**src/rtl/carregador_matriz.sv**
```systemverilog
// Assembles a row-major stream of signed elements into a packed 5x5 matrix (2x2..5x5 used).
// One element per accepting edge; matrix held in FULL until downstream acks.
module carregador_matriz #(
  parameter int ELEM_W  = 8,
  parameter int MAX_DIM = 5
) (
  input  logic                              clk,
  input  logic                              rst_n,
  input  logic                              start,
  input  logic [1:0]                        size_in,
  input  logic [ELEM_W-1:0]                 data_in,
  input  logic                              data_valid,
  output logic                              data_ready,
  output logic [ELEM_W*MAX_DIM*MAX_DIM-1:0] matrix_A,
  output logic [1:0]                        matrix_size,
  output logic                              matrix_valid,
  input  logic                              matrix_ack,
  output logic                              busy
);

  localparam int MAT_W = ELEM_W * MAX_DIM * MAX_DIM;

  typedef enum logic [1:0] {S_IDLE, S_LOAD, S_FULL} state_t;

  state_t             state_q, state_d;
  logic [2:0]         row_q, row_d;
  logic [2:0]         col_q, col_d;
  logic [1:0]         size_q, size_d;
  logic [MAT_W-1:0]   mat_q, mat_d;
  logic               rdy_q, rdy_d;
  logic               vld_q, vld_d;

  logic [2:0]         last_idx;
  logic [4:0]         slot;
  logic               transfer;

  assign last_idx = {1'b0, size_q} + 3'd1;
  assign slot     = ({2'b00, row_q} * 5'd5) + {2'b00, col_q};
  assign transfer = data_valid && rdy_q;

  always_comb begin
    state_d = state_q;
    row_d   = row_q;
    col_d   = col_q;
    size_d  = size_q;
    mat_d   = mat_q;

    case (state_q)
      S_IDLE: begin
        if (start) begin
          size_d  = size_in;
          mat_d   = '0;
          row_d   = '0;
          col_d   = '0;
          state_d = S_LOAD;
        end
      end
      S_LOAD: begin
        if (transfer) begin
          mat_d[int'(slot)*ELEM_W +: ELEM_W] = data_in;
          if (col_q == last_idx) begin
            col_d = '0;
            if (row_q == last_idx) begin
              row_d   = '0;
              state_d = S_FULL;
            end else begin
              row_d = row_q + 3'd1;
            end
          end else begin
            col_d = col_q + 3'd1;
          end
        end
      end
      S_FULL: begin
        if (matrix_ack) begin
          if (start) begin
            // Back-to-back: the next load begins without passing through IDLE.
            size_d  = size_in;
            mat_d   = '0;
            row_d   = '0;
            col_d   = '0;
            state_d = S_LOAD;
          end else begin
            state_d = S_IDLE;
          end
        end
      end
      default: state_d = S_IDLE;
    endcase

    rdy_d = (state_d == S_LOAD);
    vld_d = (state_d == S_FULL);
  end

  always_ff @(posedge clk or negedge rst_n) begin
    if (!rst_n) begin
      state_q <= S_IDLE;
      row_q   <= '0;
      col_q   <= '0;
      size_q  <= '0;
      mat_q   <= '0;
      rdy_q   <= 1'b0;
      vld_q   <= 1'b0;
    end else begin
      state_q <= state_d;
      row_q   <= row_d;
      col_q   <= col_d;
      size_q  <= size_d;
      mat_q   <= mat_d;
      rdy_q   <= rdy_d;
      vld_q   <= vld_d;
    end
  end

  assign data_ready   = rdy_q;
  assign matrix_valid = vld_q;
  assign matrix_A     = mat_q;
  assign matrix_size  = size_q;
  assign busy         = (state_q != S_IDLE);

endmodule

```
**config.mk**
```make
export PLATFORM = sky130hd
export DESIGN_NAME = carregador_matriz
export DESIGN_NICKNAME = d
export VERILOG_FILES = /design/src/rtl/carregador_matriz.sv
export SDC_FILE = /design/constraint.sdc
export NUM_CORES = 1
export LEC_CHECK = 0
export ABC_CLOCK_PERIOD_IN_PS = 5700
export CAP_MARGIN = 20
export CORE_AREA = 8 8 190 192
export DETAILED_ROUTE_END_ITERATION = 8
export DIE_AREA = 0 0 198 200
export PLACE_DENSITY_LB_ADDON = 0.2
export RECOVER_POWER = 50
export SKIP_CTS_REPAIR_TIMING = 1
export SLEW_MARGIN = 20
export SYNTH_ARGS = -nofsm -noshare
export SYNTH_HDL_FRONTEND = slang
export SYNTH_SLANG_ARGS = --single-unit
```
**constraint.sdc**
```tcl
create_clock -name clk -period 5.7 [get_ports clk]
set_clock_uncertainty 0.15 [all_clocks]
set_input_delay 1.71 -clock clk [delete_from_list [all_inputs] [get_ports clk]]
set_output_delay 1.71 -clock clk [all_outputs]
set_load 0.01 [all_outputs]
```
==> flow_metrics.tcl, run 1 <==
set metrics [dict create \
    diodes 0 \
    cp-start-kind "flip-flop" \
    io_pins 220 \
    die_area_mm2 0.03960 \
    dpl.hpwl_mm 24.02 \
    ys_types 60 \
    synthFlopType "dfrtp_1" \
    cts_root_buf "clkbuf_16" \
    num-fill-cells 3222 \
    cts_tree "done" \
    dr_total_vias 7849 \
    clk_transition_reported_paths_ps 60 \
    crit_slowest_cell "nor3_1" \
    antenna_found_initial 0 \
    worst_slew_pin_slew_ps 1991 \
    synth.top_cell.area_share_pct 56.03 \
    final-max-slew-violation-count 142 \
    p_leak_nw 5.816 \
    max_clock_freq_mhz 216.8 \
    syn_inst 805 \
    critPathMaxStageDelay_ps 800 \
    grt_first_pass_wirelength_mm 53.45 \
    syn_to_final_growth_pct 37.24 \
    whs_endpoint "matrix_A[98]" \
    hold_path.class "reg -> reg" \
    multiInputGateArea_mm2 0.003886 \
    grt_pass1_vias 7985 \
    ys_ff_latch 212 \
    grt_max_degree 77 \
    die_height_um 200 \
    ant_nets 0 \
    final-hold-violation-count 0 \
    r2r_setup_slack_ps 1090 \
    io_buffers 219 \
    routed_wl_mm 35.69 \
    clockBufferDepth 3 \
    setup-tns-final_ps 0 \
    cts.sinks 212 \
    rsz0062_at_grt "false" \
    async_flop_share_pct 100.0 \
    cp.required_ps 6010 \
    regArea_mm2 0.005305 \
    p_per_area_mw_per_mm2 543.8 \
    syn_nets 834 \
    htreeDepth 1 \
    grt_usage_pct 17.56 \
    r2r-end "matrix_A[121]" \
    rr_worst_depth 10 \
    min_delay_path_depth 1 \
    ys_seq_area_share_pct 56.03 \
    yosys_warnings 0 \
    fin_crit_sh_pct 80.93 \
    start_util_pct 28.60 \
    grt-ovfl-total 0 \
    drive_gt1_share_pct 10.36 \
    cp.arrival_ps 4920 \
    setup_viol 0 \
    cp_top_family "simple AND/OR/NAND/NOR gates" \
    min_from "matrix_A[98]" \
    path_max_fanout 9 \
    max_slew_margin_pct -32.72 \
    wl_per_cell_um 24.10 \
    total_power_mw 7.066 \
    dr.pass1.iters 5 \
    violations "capacitance limit, slew limit" \
    place_congestion 0.8464 \
    synth.area.top_cells "dfrtp_1, a22o_1, nand2_1, o211ai_1, a32oi_1" \
    drcViolationCount 0 \
    cts_inserted_buffers 24 \
    core_mm2 0.03311 \
    netlist_area_mm2 0.009469 \
    crit_chain "ha_1 > ha_1 > fa_1 > xor2_2 > nor3b_1 > ha_1 > nor2b_2 > nand2_1 > nor3_1 > a22o_1" \
    fp.dieW_um 198 \
    max_cap_violations 3 \
    path_class "reg -> reg" \
    period_minus_slack_ps 4613 \
    drtIter0Drc 557 \
    rows 67 \
    status "complete, but fails checks" \
    ir_drop_mv 0.4742 \
    endpoint_kind "flip-flop" \
    avgViaCountPerCell 5.300 \
    synth_top_area_cell "dfrtp_1" \
    path_common_cell "ha_1" \
    cp.buffers_inverters 0 \
    clk_latency_ps 530 \
    num-nets-final 1045 \
    syn_area_per_cell_um2 11.76 \
    reg2reg_from "row_q[0]" \
    synth_enable_flop_cells 0 \
]
## per-layer routing
metal	up-vias	global-route usage, %	share of wire [%]
li1	3554	-	-
met5	-	0	0
met2	244	28.69	47
met1	4012	23.87	45
met3	39	3.621	6.4
met4	0	3.706	1.6
## layout make-up
class | count | share of cell area, %
clock buffer | 36 | 5.440
clock inverter | 7 | 0.8473
inverter | 13 | 0.3755
multi-input combinational | 520 | 29.91
sequential | 212 | 40.82
tap | 448 | 4.313
timing repair buffer | 245 | 18.29
## where the power goes
group | switching, mW | leakage, nW | internal, mW
clock | 0.627 | 0.403 | 0.988
sequential | 0.241 | 2.84 | 1.77
combinational | 2.35 | 2.57 | 1.09
total | 3.22 | 5.82 | 3.85
## worst max path at each step
stage,from,end,slack (ps),depth (start not counted)
2_1_floorplan,row_q[0],matrix_A[72],1760,12
3_3_place_gp,row_q[0],matrix_A[120],1110,10
3_5_place_dp,row_q[0],matrix_A[124],1160,10
4_1_cts,row_q[0],matrix_A[121],1110,10
5_1_grt,row_q[0],matrix_A[121],810,10
6_report,row_q[0],matrix_A[121],1090,10
## cells by family (layout without fill, tap and decap cells)
kind of cell,after synthesis,in the layout,share of synthesized area [%]
adders and majority gates,14,14,1.929
AOI/OAI and AO/OA,264,264,23.07
muxes,10,10,1.150
DFF,212,212,56.03
xor gates and xnor gates,13,13,1.520
and+or+nand+nor,219,219,13.08
buffers and inverters,73,301,3.224
## cell usage in the layout, fill, tap and decap left out, types with 4 or more instances in the layout
cell type,count
a21oi_1,5
a22o_1,137
a31oi_1,5
a31oi_2,4
a32o_1,6
a32oi_1,24
a41oi_1,4
and2_1,4
and3_1,5
buf_4,22
clkbuf_1,10
clkbuf_16,25
clkbuf_8,5
clkdlybuf4s50_1,120
clkinv_2,4
dfrtp_1,212
dlygate4sd3_1,98
ha_1,13
inv_1,13
mux2_2,7
nand2_1,71
nand2b_1,6
nand3_1,29
nand4_1,29
nor2_1,21
nor2b_1,5
nor3_1,7
nor3_2,7
nor4_1,12
nor4_2,4
nor4_4,4
o211ai_1,32
o21ai_0,22
o31ai_1,4
xnor2_1,4
xor2_1,5
## registers in the layout, summed over array words and instances, names as in the netlist
name	flops
col_q	3
state_q	2
matrix_size	2
data_ready	1
row_q	3
matrix_valid	1
matrix_A	200
## cells in the mapped netlist (all sizes together) (4+ instances only)
cell type,count
dfrtp,212
a22o,137
nand2,71
clkbuf,37
o211ai,32
nand3,30
nand4,29
a32oi,24
buf,23
o21ai,23
nor2,22
nor4,20
nor3,14
ha,13
inv,13
a31oi,10
xor2,8
mux2,7
nor2b,7
a21oi,6
a32o,6
nand2b,6
a41oi,5
and3,5
o31ai,5
xnor2,5
and2,4
nor4b,4
## per-stage QoR
step | setup slack, ps | utilization, % | instances | instance area, µm² | hold WS (ps)
6_report | 1087 | 39.24 | 1481 | 13000 | 340.4
5_1_grt | 810.2 | 39.24 | 1481 | 13000 | 352.6
4_1_cts | 1105 | 39.32 | 1481 | 13020 | 344.3
3_5_place_dp | 1158 | 36.86 | 1438 | 12200 | 330.1
3_3_place_gp | 1113 | 36.86 | 1438 | 12200 | 325.0
2_1_floorplan | 1764 | - | 805 | 9469 | 340.6
No activity file was read; power rests on OpenSTA's default activity.
==> run 2, diff against run 1 <==
--- a/config.mk
+++ b/config.mk
@@ -5,7 +5,7 @@
 export SDC_FILE = /design/constraint.sdc
 export NUM_CORES = 1
 export LEC_CHECK = 0
-export ABC_CLOCK_PERIOD_IN_PS = 5700
+export ABC_CLOCK_PERIOD_IN_PS = 4150
 export CAP_MARGIN = 20
 export CORE_AREA = 8 8 190 192
 export DETAILED_ROUTE_END_ITERATION = 8
==> constraint.sdc (replaced) <==
create_clock -name clk -period 4.15 [get_ports clk]
set_clock_uncertainty 0.15 [all_clocks]
set_input_delay 1.245 -clock clk [delete_from_list [all_inputs] [get_ports clk]]
set_output_delay 1.245 -clock clk [all_outputs]
set_load 0.01 [all_outputs]
==> run 2 against run 1 <==
The run still ends with capacitance limit, slew limit left. Register-to-register slack got worse by 980 ps. Critical path depth increased by 3. Sequential share of layout area shrank 0.85 points. First-iteration DRC count grew 27%. Sequential cell count unchanged. Combinational power grew 50%. Routed wire length hardly changed. Final cell count increased by 2.0%. Count of clock-buffer cells in the layout fell by 1. Worst hold slack better by 0.51 ps. Setup slack worse by 980 ps.
==> flow_metrics.tcl, run 2 (same netlist as run 1, synthesis figures left out) <==
set metrics [dict create \
    num-fill-cells 3205 \
    rows 67 \
    r2r_setup_slack_ps 110 \
    io_pins 220 \
    grt_first_pass_wirelength_mm 53.10 \
    antenna_found_initial 0 \
    period_minus_slack_ps 4043 \
    core_mm2 0.03311 \
    dpl.hpwl_mm 24.93 \
    htreeDepth 1 \
    num-nets-final 1079 \
    status "complete, but fails checks" \
    drcViolationCount 0 \
    power_frac_clock_pct 20.9 \
    min_from "matrix_A[47]" \
    fin_cells 1511 \
    cp.arrival_ps 4340 \
    max_cap_violations 1 \
    fin_crit_sh_pct 97.41 \
    p_int_mw 5.503 \
    path_class "reg -> reg" \
    place_congestion 0.8735 \
    grt-ovfl-total 0 \
    avgViaCountPerCell 5.257 \
    final-max-slew-violation-count 57 \
    wl_per_cell_um 23.61 \
    switching_share_pct 45.09 \
    setup-tns-final_ps 0 \
    start_util_pct 28.60 \
    dp.cells 1472 \
    cts_tree "done" \
    seq_power_share_pct 27.5 \
    p_sw_mw 4.519 \
    grt_usage_pct 17.42 \
    ir_drop_mv 0.4777 \
    ant_nets 0 \
    p_leak_nw 5.969 \
    largest_reg_flops 200 \
    endpoint_kind "flip-flop" \
    critPathMaxStageDelay_ps 400 \
    drtIter0Drc 708 \
    cts_root_buf "clkbuf_16" \
    dr_total_vias 7944 \
    diodes 0 \
    mostFrequentLayoutCells "dfrtp_1, a22o_1, clkdlybuf4s50_1" \
    hold_path.class "reg -> reg" \
    cp_top_family "adder cells" \
    routed_wl_mm 35.67 \
    clockBufferDepth 3 \
    clk_latency_ps 510 \
    cts_inserted_buffers 24 \
    violations "capacitance limit, slew limit" \
    layout_commonest_cell "dfrtp_1" \
    grt_pass1_vias 7963 \
    cp-start-kind "flip-flop" \
    crit_slowest_cell "nor3_1" \
    syn_to_final_growth_pct 40.17 \
    final-hold-violation-count 0 \
    cp.buffers_inverters 2 \
    crit_chain "ha_1 > ha_1 > ha_1 > a21oi_1 > a21oi_1 > or2_2 > ha_1 > nor2b_2 > buf_4 > nand2_1 > nor3_1 > buf_4 > a22o_1" \
    dr.pass1.iters 4 \
    path_max_fanout 8 \
    cts.sinks 212 \
    pwr-share-comb_pct 51.5 \
    io_buffers 219 \
    drive_gt1_share_pct 13.36 \
    worst_slew_pin_slew_ps 2663 \
    path_common_cell "ha_1" \
    grt_max_degree 60 \
    cp.required_ps 4440 \
    die_height_um 200 \
    clk_transition_reported_paths_ps 60 \
    hold_ws_ps 340.9 \
    max_slew_margin_pct -77.51 \
    fp.dieW_um 198 \
    die_area_mm2 0.03960 \
    rsz0062_at_grt "true" \
    reg2reg_from "row_q[0]" \
    setup_viol 0 \
    startpoint "row_q[0]" \
    p_per_area_mw_per_mm2 755.1 \
    max_clock_freq_mhz 247.4 \
]
run 2: area by class of cell:
class                   instances  area, µm²  share of cell area [%]
clock inverters                 4      45.04                  0.3394
well taps                     448      560.5                   4.223
inverters                      13      48.80                  0.3676
multi-input cells             520       3915                   29.50
clock buffers                  35      723.2                   5.449
flip-flops and latches        212       5305                   39.97
repair buffers                279       2675                   20.15
run 2: final timing paths:
kind / end / cells past startpoint
max: matrix_A[124] / 13
min: matrix_A[47] / 1
max reg2reg: matrix_A[124] / 13
min reg2reg: matrix_A[47] / 1
max in group asynchronous: matrix_A[164] / 2
min in group asynchronous: matrix_A[193] / 1
run 2: power groups by stage:
stage | clock network [mW] | logic, mW | registers [mW]
3_3_place_gp | 0 | 5.08 | 2.79
2_1_floorplan | 0 | 2.88 | 2.85
4_1_cts | 2.15 | 5.12 | 2.76
5_1_grt | 2.23 | 5.58 | 2.80
3_5_place_dp | 0 | 5.10 | 2.79
6_report | 2.10 | 5.16 | 2.76
run 2: routing by layer:
layer  up-vias  GRT usage [%]  part of all wire [%]
met1      4040          23.98                    45
met2       252          28.27                    47
met3        31          3.638                   6.3
met4         0          3.153                   1.3
met5         -              0                     0
li1       3621              -                     -
run 2: per-stage QoR:
stage	area (µm²)	power [mW]	util, %	setup slack (ps)
after floorplan	9469	5.730	-	214.4
after global placement	12500	7.877	37.74	256.2
after detailed placement	12500	7.887	37.74	152.2
after CTS	13270	10.03	40.06	98.11
after global routing	13270	10.61	40.08	-69.67
final	13270	10.02	40.08	107.4
